File: src/rtl/multicycle_ctrl.sv
// multicycle_ctrl: main control FSM of the multicycle RV32I core (one ALU, one memory port, one register file).
// Defining CTRL_PERF_CNT_EN adds the cycle_cnt_o / instret_cnt_o performance counters.
module multicycle_ctrl #(
  parameter int unsigned MEM_TIMEOUT = 0
) (
  input  logic        clk_i,
  input  logic        rst_ni,
  input  logic [6:0]  opcode_i,
  input  logic [2:0]  funct3_i,
  input  logic        zero_i,
  input  logic        mem_ready_i,
  output logic        mem_req_o,
  output logic        mem_we_o,
  output logic        adr_src_o,
  output logic        ir_we_o,
  output logic        pc_we_o,
  output logic        reg_we_o,
  output logic [1:0]  alu_src_a_o,
  output logic [1:0]  alu_src_b_o,
  output logic [1:0]  alu_op_o,
  output logic [1:0]  result_src_o,
  output logic        illegal_o,
  output logic        bus_err_o,
  output logic [3:0]  state_dbg_o
`ifdef CTRL_PERF_CNT_EN
  ,
  output logic [31:0] cycle_cnt_o,
  output logic [31:0] instret_cnt_o
`endif
);

  typedef enum logic [3:0] {
    S_FETCH   = 4'd0,
    S_DECODE  = 4'd1,
    S_EXEC_R  = 4'd2,
    S_EXEC_I  = 4'd3,
    S_ALU_WB  = 4'd4,
    S_MEM_ADR = 4'd5,
    S_MEM_RD  = 4'd6,
    S_MEM_WB  = 4'd7,
    S_MEM_WR  = 4'd8,
    S_BRANCH  = 4'd9,
    S_TRAP    = 4'd10
  } state_e;

  localparam logic [6:0] OP_R      = 7'b0110011;
  localparam logic [6:0] OP_I      = 7'b0010011;
  localparam logic [6:0] OP_LOAD   = 7'b0000011;
  localparam logic [6:0] OP_STORE  = 7'b0100011;
  localparam logic [6:0] OP_BRANCH = 7'b1100011;

  localparam logic [8:0] TimeoutLim = 9'(MEM_TIMEOUT);

  state_e      state_q, state_d;
  logic        illegal_q, illegal_d;
  logic        busErr_q, busErr_d;
  logic [7:0]  waitCnt_q, waitCnt_d;

  logic        memReq, memWe, adrSrc, irWe, pcWe, regWe;
  logic [1:0]  aluSrcA, aluSrcB, aluOp, resultSrc;
  logic [8:0]  waitNext;
  logic        waitExpired;

  // The current wait cycle is the MEM_TIMEOUT-th one; a ready in the same cycle still wins.
  assign waitNext    = {1'b0, waitCnt_q} + 9'd1;
  assign waitExpired = (TimeoutLim != 9'd0) && (waitNext >= TimeoutLim);

  always_ff @(posedge clk_i) begin
    if (!rst_ni) begin
      state_q   <= S_FETCH;
      illegal_q <= 1'b0;
      busErr_q  <= 1'b0;
      waitCnt_q <= 8'd0;
    end else begin
      state_q   <= state_d;
      illegal_q <= illegal_d;
      busErr_q  <= busErr_d;
      waitCnt_q <= waitCnt_d;
    end
  end

  always_comb begin
    state_d   = state_q;
    illegal_d = illegal_q;
    busErr_d  = busErr_q;
    memReq    = 1'b0;
    memWe     = 1'b0;
    adrSrc    = 1'b0;
    irWe      = 1'b0;
    pcWe      = 1'b0;
    regWe     = 1'b0;
    aluSrcA   = 2'b00;
    aluSrcB   = 2'b00;
    aluOp     = 2'b00;
    resultSrc = 2'b00;

    case (state_q)
      S_FETCH: begin
        memReq    = 1'b1;
        aluSrcB   = 2'b10;
        resultSrc = 2'b10;
        if (mem_ready_i) begin
          irWe    = 1'b1;
          pcWe    = 1'b1;
          state_d = S_DECODE;
        end else if (waitExpired) begin
          busErr_d = 1'b1;
          state_d  = S_TRAP;
        end
      end

      S_DECODE: begin
        // Branch target PC+imm is computed here so BRANCH only needs the compare.
        aluSrcA = 2'b01;
        aluSrcB = 2'b01;
        case (opcode_i)
          OP_R:     state_d = S_EXEC_R;
          OP_I:     state_d = S_EXEC_I;
          OP_LOAD,
          OP_STORE: state_d = S_MEM_ADR;
          OP_BRANCH: begin
            if (funct3_i == 3'b000 || funct3_i == 3'b001) begin
              state_d = S_BRANCH;
            end else begin
              illegal_d = 1'b1;
              state_d   = S_TRAP;
            end
          end
          default: begin
            illegal_d = 1'b1;
            state_d   = S_TRAP;
          end
        endcase
      end

      S_EXEC_R: begin
        aluSrcA = 2'b10;
        aluOp   = 2'b10;
        state_d = S_ALU_WB;
      end

      S_EXEC_I: begin
        // ADDI must not let imm[11:5] be decoded as funct7, so force a plain ADD.
        aluSrcA = 2'b10;
        aluSrcB = 2'b01;
        aluOp   = (funct3_i == 3'b000) ? 2'b00 : 2'b11;
        state_d = S_ALU_WB;
      end

      S_ALU_WB: begin
        regWe   = 1'b1;
        state_d = S_FETCH;
      end

      S_MEM_ADR: begin
        aluSrcA = 2'b10;
        aluSrcB = 2'b01;
        state_d = (opcode_i == OP_STORE) ? S_MEM_WR : S_MEM_RD;
      end

      S_MEM_RD: begin
        memReq = 1'b1;
        adrSrc = 1'b1;
        if (mem_ready_i) begin
          state_d = S_MEM_WB;
        end else if (waitExpired) begin
          busErr_d = 1'b1;
          state_d  = S_TRAP;
        end
      end

      S_MEM_WB: begin
        regWe     = 1'b1;
        resultSrc = 2'b01;
        state_d   = S_FETCH;
      end

      S_MEM_WR: begin
        memReq = 1'b1;
        memWe  = 1'b1;
        adrSrc = 1'b1;
        if (mem_ready_i) begin
          state_d = S_FETCH;
        end else if (waitExpired) begin
          busErr_d = 1'b1;
          state_d  = S_TRAP;
        end
      end

      S_BRANCH: begin
        aluSrcA = 2'b10;
        aluOp   = 2'b01;
        pcWe    = (funct3_i == 3'b000) ? zero_i : ~zero_i;
        state_d = S_FETCH;
      end

      S_TRAP: begin
        state_d = S_TRAP;
      end

      default: begin
        state_d = S_TRAP;
      end
    endcase
  end

  // Every state change clears the wait counter, which covers entry into FETCH/MEM_RD/MEM_WR.
  always_comb begin
    waitCnt_d = waitCnt_q;
    if (state_d != state_q) begin
      waitCnt_d = 8'd0;
    end else if (memReq && !mem_ready_i && waitCnt_q != 8'hFF) begin
      waitCnt_d = waitCnt_q + 8'd1;
    end
  end

  assign mem_req_o    = rst_ni & memReq;
  assign mem_we_o     = rst_ni & memWe;
  assign adr_src_o    = rst_ni & adrSrc;
  assign ir_we_o      = rst_ni & irWe;
  assign pc_we_o      = rst_ni & pcWe;
  assign reg_we_o     = rst_ni & regWe;
  assign alu_src_a_o  = rst_ni ? aluSrcA : 2'b00;
  assign alu_src_b_o  = rst_ni ? aluSrcB : 2'b00;
  assign alu_op_o     = rst_ni ? aluOp : 2'b00;
  assign result_src_o = rst_ni ? resultSrc : 2'b00;
  assign illegal_o    = rst_ni & illegal_q;
  assign bus_err_o    = rst_ni & busErr_q;
  assign state_dbg_o  = rst_ni ? state_q : 4'd0;

`ifdef CTRL_PERF_CNT_EN
  logic [31:0] cycleCnt_q, instretCnt_q;
  logic        retire;

  // An instruction retires when control returns to FETCH from one of its final states.
  assign retire = (state_d == S_FETCH) &&
                  (state_q == S_ALU_WB || state_q == S_MEM_WB ||
                   state_q == S_MEM_WR || state_q == S_BRANCH);

  always_ff @(posedge clk_i) begin
    if (!rst_ni) begin
      cycleCnt_q   <= 32'd0;
      instretCnt_q <= 32'd0;
    end else begin
      if (state_q != S_TRAP) begin
        cycleCnt_q <= cycleCnt_q + 32'd1;
      end
      if (retire) begin
        instretCnt_q <= instretCnt_q + 32'd1;
      end
    end
  end

  assign cycle_cnt_o   = rst_ni ? cycleCnt_q : 32'd0;
  assign instret_cnt_o = rst_ni ? instretCnt_q : 32'd0;
`endif

endmodule

File: config.mk
export PLATFORM = sky130hd
export DESIGN_NAME = multicycle_ctrl
export DESIGN_NICKNAME = d
export VERILOG_FILES = /design/src/rtl/multicycle_ctrl.sv
export SDC_FILE = /design/constraint.sdc
export NUM_CORES = 1
export LEC_CHECK = 0
export ABC_CLOCK_PERIOD_IN_PS = 2080
export CELL_PAD_IN_SITES_DETAIL_PLACEMENT = 1
export CELL_PAD_IN_SITES_GLOBAL_PLACEMENT = 1
export CORE_MARGIN = 8
export CORE_UTILIZATION = 40
export DETAILED_ROUTE_END_ITERATION = 8
export DONT_BUFFER_PORTS = 1
export PLACE_DENSITY = 0.75
export SYNTH_ARGS = -nofsm -noshare
export SYNTH_HDL_FRONTEND = slang
export SYNTH_SLANG_ARGS = --single-unit
File: constraint.sdc
create_clock -name clk_i -period 2.08 [get_ports clk_i]
set_input_delay 0.104 -clock clk_i [delete_from_list [all_inputs] [get_ports clk_i]]
set_output_delay 0.104 -clock clk_i [all_outputs]
set_load 0.02 [all_outputs]
**Word level (Yosys, flattened, before mapping)**

Cells that the tools add are included.

- Bitwise gates (word level): 9
- Mux-type cells: 27
- Reduce and logical (&&, ||, !) cells: 14
- Equal/unequal tests: 19

Operator list:

| kind | count |
|---|---|
| 4-bit case mux with 7 select lines | 1 |
| 4-bit two-way mux | 5 |
| 4-bit by 3-bit equality test with 1-bit output (second input constant) | 4 |
| 4-bit case mux with 4 select lines | 1 |
| 7-bit by 6-bit equality test with 1-bit output (second input constant) | 2 |
| 2-bit two-way mux | 6 |
| 2-bit case mux with 2 select lines | 3 |
| 3-bit OR reduction | 3 |
| 4-bit by 2-bit equality test with 1-bit output (second input constant) | 2 |
| 4-bit equality test (second input constant) | 2 |
| 1-bit two-way mux | 8 |
| 2-bit inequality test (second input constant) | 4 |
| 2-bit OR reduction | 4 |
| 4-bit OR reduction | 2 |
| 1-bit bitwise AND | 7 |
| 7-bit by 2-bit equality test with 1-bit output (second input constant) | 1 |
| 7-bit by 5-bit equality test with 1-bit output (second input constant) | 1 |
| 7-bit equality test (second input constant) | 1 |
| 2-bit case mux with 3 select lines | 1 |
| 3-bit AND reduction | 2 |
| 4-bit by 1-bit equality test with 1-bit output (second input constant) | 1 |
| 4-bit logical NOT | 1 |
| 1-bit case mux with 2 select lines | 2 |
| 3-bit by 1-bit equality test with 1-bit output (second input constant) | 1 |
| other kinds (3) | 4 |

- Input port bits: 14
- Output and inout bits: 20
- Register bits: 5
- Logic and storage cells: 71

**Logic depth before layout (Yosys ltp)**

Gate-level depths: netlist of run 1.

- Depth in word-level cells: 5
- Depth in mapped cells: 5
- Depth with buffers taken out: 4

**Least setup slack after synthesis of run 1**

OpenSTA, ideal clock, no wires.

- Path type: register -> output
- From: register state_q[3]
- To: output port alu_op_o[1]
- Arrival time: 1701 ps
- Stages on the path, launching flop included: 4
- Path buffers: 2
- Data required time: 1976 ps
- Setup slack: 275 ps
- Path through: dfxtp_1 buf_6 clkbuf_1 a2111oi_0

- Cells in the longest elaborated chain, start to end: 3
- Elaborated cells between the ends (all ways): 5
- Those cells by class: 3 x eq/ne; 2 x mux

Ends and longest elaborated chain:

| item | RTL line | text |
|---|---|---|
| start, declared | 54 | `state_e state_q, state_d;` |
| start signal, assigned | 75 | `state_q <= state_d;` |
| 4-bit equality test / 4-bit by 2-bit equality test with 1-bit output (equally long branches) | 97 | `case (state_q)` |
| 2-bit case mux with 3 select lines (*) | 97 |  |
| 2-bit two-way mux (*) | 225 | `assign alu_op_o = rst_ni ? aluOp : 2'b00;` |
| end, declared | 20 | `output logic [1:0] alu_op_o,` |

Every way passes the cells marked *; elsewhere a longest branch is shown, timed or not.

**Worst setup path after layout of run 1**

- From: register state_q[2]
- To: output port pc_we_o

- Cells in the longest elaborated chain, start to end: 3
- Elaborated cells between the ends (all ways): 4
- Those cells by class: 1 x eq/ne; 1 x mux; 1 x bitwise; 1 x reduce/logical

Ends and longest elaborated chain:

| item | RTL line | text |
|---|---|---|
| 4-bit equality test / 4-bit logical NOT (equally long branches) | 97 |  |
| 1-bit case mux with 2 select lines (*) | 97 |  |
| 1-bit bitwise AND (*) | 221 | `assign pc_we_o = rst_ni & pcWe;` |
| end, declared | 16 | `output logic pc_we_o,` |

Marked as above.

==> results of run 1 <==
timing repair:
action	4_1_cts	5_1_grt
endpoints found under the hold margin	0	0
setup endpoints to repair	0	1
resized for setup	0	1
metal layers:
metal / vias to the layer above / global-route usage / routed length [um] / part of all wire
li1: 334 / - / - / -
met1: 320 / 0.1564 / 950 / 0.46
met2: 34 / 0.2051 / 936 / 0.45
met3: 0 / 0.05251 / 184 / 0.089
met4: 0 / 0.03093 / 0 / 0
met5: - / 0 / 0 / 0
worst register-to-register path: stages (launching register included):
cell,delay (ns)
dfxtp_1,0.61
or2b_1,0.28
o41a_1,0.39
a221oi_2,0.25
how the worst min path moves through the flow:
stage	from	endpoint	cells after the start	slack [ns]
2_1_floorplan	mem_ready_i	state_q[2]	2	0.31
3_3_place_gp	rst_ni	state_q[0]	1	0.26
3_5_place_dp	rst_ni	state_q[0]	1	0.27
4_1_cts	rst_ni	state_q[3]	2	0.01
5_1_grt	rst_ni	state_q[0]	1	0.02
6_report	rst_ni	state_q[0]	1	0.02
power by group:
part	internal (mW)	total, mW	switching [mW]
logic	0.227	0.612	0.384
clock network	0.0727	0.115	0.0423
registers	0.132	0.198	0.0660
total	0.432	0.924	0.492
kinds of logic after synthesis:
logic type | count (synthesis) | synth area share
AOI/OAI and AO/OA | 23 | 0.2672
xor gates and xnor gates | 2 | 0.02751
buffers and inverters | 12 | 0.1041
DFF | 5 | 0.1572
other | 1 | 0.005888
and+or+nand+nor | 49 | 0.4381
cell type report:
type / instances / area [um^2]
Clock buffer: 4 / 26.28
Tap cell: 16 / 20.02
Inverter: 5 / 18.77
Sequential cell: 5 / 100.1
Timing Repair Buffer: 7 / 52.55
Multi-Input combinational cell: 75 / 474.2
Fill cell: 202 / 814.5
registers in the layout, summed over array words and instances, names as in the netlist:
register	flops
state_q	4
illegal_q	1
layout by cell type (no fill, tap or decap), types with 2 or more instances in the layout:
cell	count
inv_1	5
nor2_1	8
a31oi_1	2
o21ai_0	3
and2_1	4
xnor2_1	2
and3_1	5
or2_2	2
a21oi_1	4
nand3_1	2
nor3_1	4
o221ai_1	2
o31ai_1	2
dfxtp_1	5
nand2_1	8
or2b_1	2
a21o_1	2
buf_4	7
and2_2	2
clkbuf_4	3
metrics by stage:
| stage | hold slack (ns) | utilization | cell area (um^2) | setup WS (ns) |
|---|---|---|---|---|
| 3_5_place_dp | 0.2708 | 0.4402 | 663.1 | 0.3816 |
| 5_1_grt | 0.01722 | 0.4593 | 691.9 | 0.06848 |
| 2_1_floorplan | 0.3073 | - | 636.9 | 0.2754 |
| 3_3_place_gp | 0.2624 | 0.4402 | 663.1 | 0.4481 |
| 6_report | 0.02040 | 0.4593 | 691.9 | 0.1972 |
| 4_1_cts | 0.01183 | 0.4576 | 689.4 | 0.1253 |
==> results.json, run 1 <==
{
  "status": "completed",
  "worstSetupPathDepth": 4,
  "rows": 14,
  "slowest_stage": "dfxtp_1",
  "port_buffers": 0,
  "io_pins": 34,
  "crit_type": "reg -> out",
  "clock_latency_ns": 0.24,
  "drv_cap": 0,
  "postSynth.asyncResetShare": 0,
  "cts_buffers": 3,
  "period_needed_ns": 1.883,
  "area.growth.synth_to_final_pct": 8.644,
  "gp_congestion": 0.8483,
  "synth_top_cell_by_area": "dfxtp_1",
  "synth.ff_latch_count": 5,
  "synth_edf_count": 0,
  "grt_overflow": 0,
  "cp.required_ns": 1.98,
  "synth.top_cell.area_share": 0.1572,
  "worstPathMaxFanout": 14,
  "drt-total-wl_um": 2072,
  "first_pass_iters": 4,
  "crit_end": "pc_we_o",
  "die_h_um": 55.90,
  "synth.most_common_cell": "nor2_1",
  "ys_top_cells_by_area": "dfxtp_1, nor2_1, and3_1",
  "mappedNetlistArea_um2": 636.9,
  "grt_max_degree": 17,
  "cts_setup_buffers": 0,
  "irDropWorstVdd_mv": 0.4572,
  "ctsHoldBuffers": 0,
  "reg2reg_depth": 3,
  "setup.worst_path.end_class": "output port",
  "max_freq_mhz": 531.1,
  "report.final.slew_viol_count": 0,
  "reg2reg_to": "state_q[1]",
  "initial_core_util": 0.4228,
  "via_per_inst": 6.143,
  "synth_cell_type_count": 42,
  "vias": 688,
  "htreeDepth": 1,
  "die_area_um2": 3125,
  "hpwlAfterDp_um": 1649,
  "grt_pass1_vias": 746,
  "grt_pass1_wl_um": 3450,
  "coreArea_um2": 1506,
  "die_w_um": 55.90,
  "syn_area_per_cell_um2": 6.922,
  "powerDensity_nw_per_um2": 1336,
  "drt_iter0_markers": 13,
  "synth_flop_cell": "dfxtp_1",
  "clock_path_buffers": 2,
  "finalSetupViolCount": 0,
  "grt_usage": 0.1288,
  "antenna_cells": 0,
  "cts_root_buf": "clkbuf_4",
  "crit_chain": "nor2_2 > and3_1 > and2_1 > a41o_1",
  "cp-start-kind": "register",
  "timing.final.crit_share": 0.9052,
  "hold_viol": 0,
  "antenna_found_initial": 0,
  "path_clk_slew_ns": 0.05,
  "post_synth_most_frequent_cells": "nor2_1, nand2_1, and3_1, dfxtp_1, inv_1",
  "final_nets": 111,
  "critPathTopFamily": "simple AND/OR/NAND/NOR gates",
  "p_leak_nw": 0.3018,
  "worst-path-buf-inv": 0,
  "hold_class": "in -> reg",
  "cts_tree": "done",
  "rsz0062_at_grt": "false",
  "ys.warnings.count": 0,
  "wire_per_inst_um": 18.50,
  "clock_sinks": 5,
  "drc": 0,
  "dp_cells": 108,
  "tns_ns": 0,
  "r2r-start": "state_q[2]",
  "postRouteAntennaNets": 0,
  "synthesis.nets": 106,
  "fin_cells": 112,
  "power.total_mw": 0.9244,
  "drive_above_1_share": 0.1771,
  "critPathLaunch": "state_q[2]",
  "slowest_delay_ns": 0.61,
  "yosysSeqAreaShare": 0.1572,
  "skew_ns": 0.003418,
  "critical_path_arrival_ns": 1.78,
  "regToRegSetupSlack_ns": 0.47,
  "postSynthCellCount": 92
}
(Power assumes the default switching activity.)
==> inputs of run 2 (changes only) <==
--- a/config.mk
+++ b/config.mk
@@ -6,12 +6,15 @@
 export NUM_CORES = 1
 export LEC_CHECK = 0
 export ABC_CLOCK_PERIOD_IN_PS = 2080
+export CAP_MARGIN = 20
 export CELL_PAD_IN_SITES_DETAIL_PLACEMENT = 1
 export CELL_PAD_IN_SITES_GLOBAL_PLACEMENT = 1
 export CORE_MARGIN = 8
 export CORE_UTILIZATION = 40
+export CTS_BUF_LIST = sky130_fd_sc_hd__clkbuf_16
 export DETAILED_ROUTE_END_ITERATION = 8
 export DONT_BUFFER_PORTS = 1
+export GPL_TIMING_DRIVEN = 0
 export PLACE_DENSITY = 0.75
 export SYNTH_ARGS = -nofsm -noshare
 export SYNTH_HDL_FRONTEND = slang
==> results.json, run 2 (synthesized netlist as in run 1, its figures left out) <==
{
  "die_w_um": 55.90,
  "wire_per_inst_um": 18.38,
  "largest_reg_flops": 4,
  "hold_viol": 0,
  "grt_usage": 0.1252,
  "slew_headroom": 0.2845,
  "fin_hold_ws_ns": 0.09282,
  "clock_latency_ns": 0.23,
  "hpwlAfterDp_um": 1597,
  "clock_sinks": 5,
  "grt_max_degree": 11,
  "finalSetupViolCount": 0,
  "drive_above_1_share": 0.1563,
  "p_leak_nw": 0.3224,
  "htreeDepth": 1,
  "cp-start-kind": "register",
  "hold_class": "in -> reg",
  "grt_pass1_wl_um": 3353,
  "r2r-start": "state_q[0]",
  "reg2reg_to": "illegal_q",
  "crit_type": "reg -> out",
  "grt_overflow": 0,
  "cts_root_buf": "clkbuf_16",
  "coreArea_um2": 1506,
  "port_buffers": 0,
  "rows": 14,
  "tns_ns": 0,
  "initial_core_util": 0.4228,
  "rsz0062_at_grt": "false",
  "die_area_um2": 3125,
  "status": "completed",
  "path_clk_slew_ns": 0.03,
  "io_pins": 34,
  "drv_cap": 0,
  "drc": 0,
  "irDropWorstVdd_mv": 0.8896,
  "setup.worst_path.end_class": "output port",
  "cts_setup_buffers": 0,
  "tightest_slew_ns": 1.070,
  "max_freq_mhz": 518.3,
  "cp.required_ns": 1.98,
  "critPathTopFamily": "compound AO/OA/AOI/OAI gates",
  "critPathLaunch": "state_q[3]",
  "dp_cells": 108,
  "gp_congestion": 0.8262,
  "grt_pass1_vias": 708,
  "vias": 701,
  "slowest_delay_ns": 0.96,
  "antenna_cells": 0,
  "timing.final.crit_share": 0.9276,
  "largestRegisters": "state_q (4), illegal_q (1)",
  "fillers": 199,
  "drt_iter0_markers": 11,
  "reg2reg_depth": 4,
  "top_register": "state_q",
  "fin_area_um2": 739.5,
  "crit_chain": "buf_6 > clkbuf_1 > a2111oi_1",
  "worst-path-buf-inv": 2,
  "power.total_mw": 1.111,
  "powerDensity_nw_per_um2": 1502,
  "skew_ns": 0.001953,
  "place_ws_ns": 0.2652,
  "area.growth.synth_to_final_pct": 16.11,
  "layout_setup_ws_ns": 0.1505,
  "report.final.slew_viol_count": 0,
  "period_needed_ns": 1.929,
  "place_area_um2": 658.1,
  "drt-total-wl_um": 2059,
  "final_nets": 111,
  "holdPathStages": 2,
  "final_cell_mix": "nand2_1, nor2_1, inv_1",
  "antenna_found_initial": 0,
  "clock_path_buffers": 2,
  "postRouteAntennaNets": 0,
  "cts_buffers": 3,
  "via_per_inst": 6.259,
  "regToRegSetupSlack_ns": 0.36,
  "die_h_um": 55.90,
  "min_to": "illegal_q",
  "min_from": "opcode_i[6]",
  "cts_tree": "done",
  "first_pass_iters": 4,
  "critical_path_arrival_ns": 1.83,
  "final_util": 0.4909,
  "worstPathMaxFanout": 10,
  "fin_cells": 112,
  "slowest_stage": "a2111oi_1"
}
run 2: final cells by class:
class	count	area (um^2)	share of cell area
Inverter	5	18.77	0.02538
Clock buffer	3	75.07	0.1015
Multi-Input combinational cell	75	474.2	0.6413
Clock inverter	1	3.754	0.005076
Buffer	7	47.55	0.06430
Sequential cell	5	100.1	0.1354
Tap cell	16	20.02	0.02707
run 2: worst max path at each step:
stage / endpoint / cells past startpoint
3_3_place_gp: alu_op_o[1] / 3
5_1_grt: alu_op_o[1] / 3
3_5_place_dp: pc_we_o / 4
4_1_cts: pc_we_o / 4
2_1_floorplan: alu_op_o[1] / 3
6_report: alu_op_o[1] / 3
run 2: where the power goes:
| part | switching, mW | total (mW) | leakage, nW | internal [mW] |
|---|---|---|---|---|
| combinational | 0.417 | 0.635 | 0.239 | 0.218 |
| clock | 0.0585 | 0.307 | 0.0423 | 0.249 |
| sequential | 0.0366 | 0.169 | 0.0411 | 0.132 |
| total | 0.512 | 1.11 | 0.322 | 0.599 |
run 2: layer usage:
layer / part of all wire / global-route usage / up-vias
li1: - / - / 335
met1: 0.48 / 0.1577 / 338
met2: 0.44 / 0.1859 / 28
met3: 0.087 / 0.05936 / 0
met4: 0 / 0.03093 / 0
met5: 0 / 0 / -
run 2: repair_timing:
item	4_1_cts	5_1_grt
resized for setup	0	1
setup endpoints to repair	0	1
hold buffers	0	0
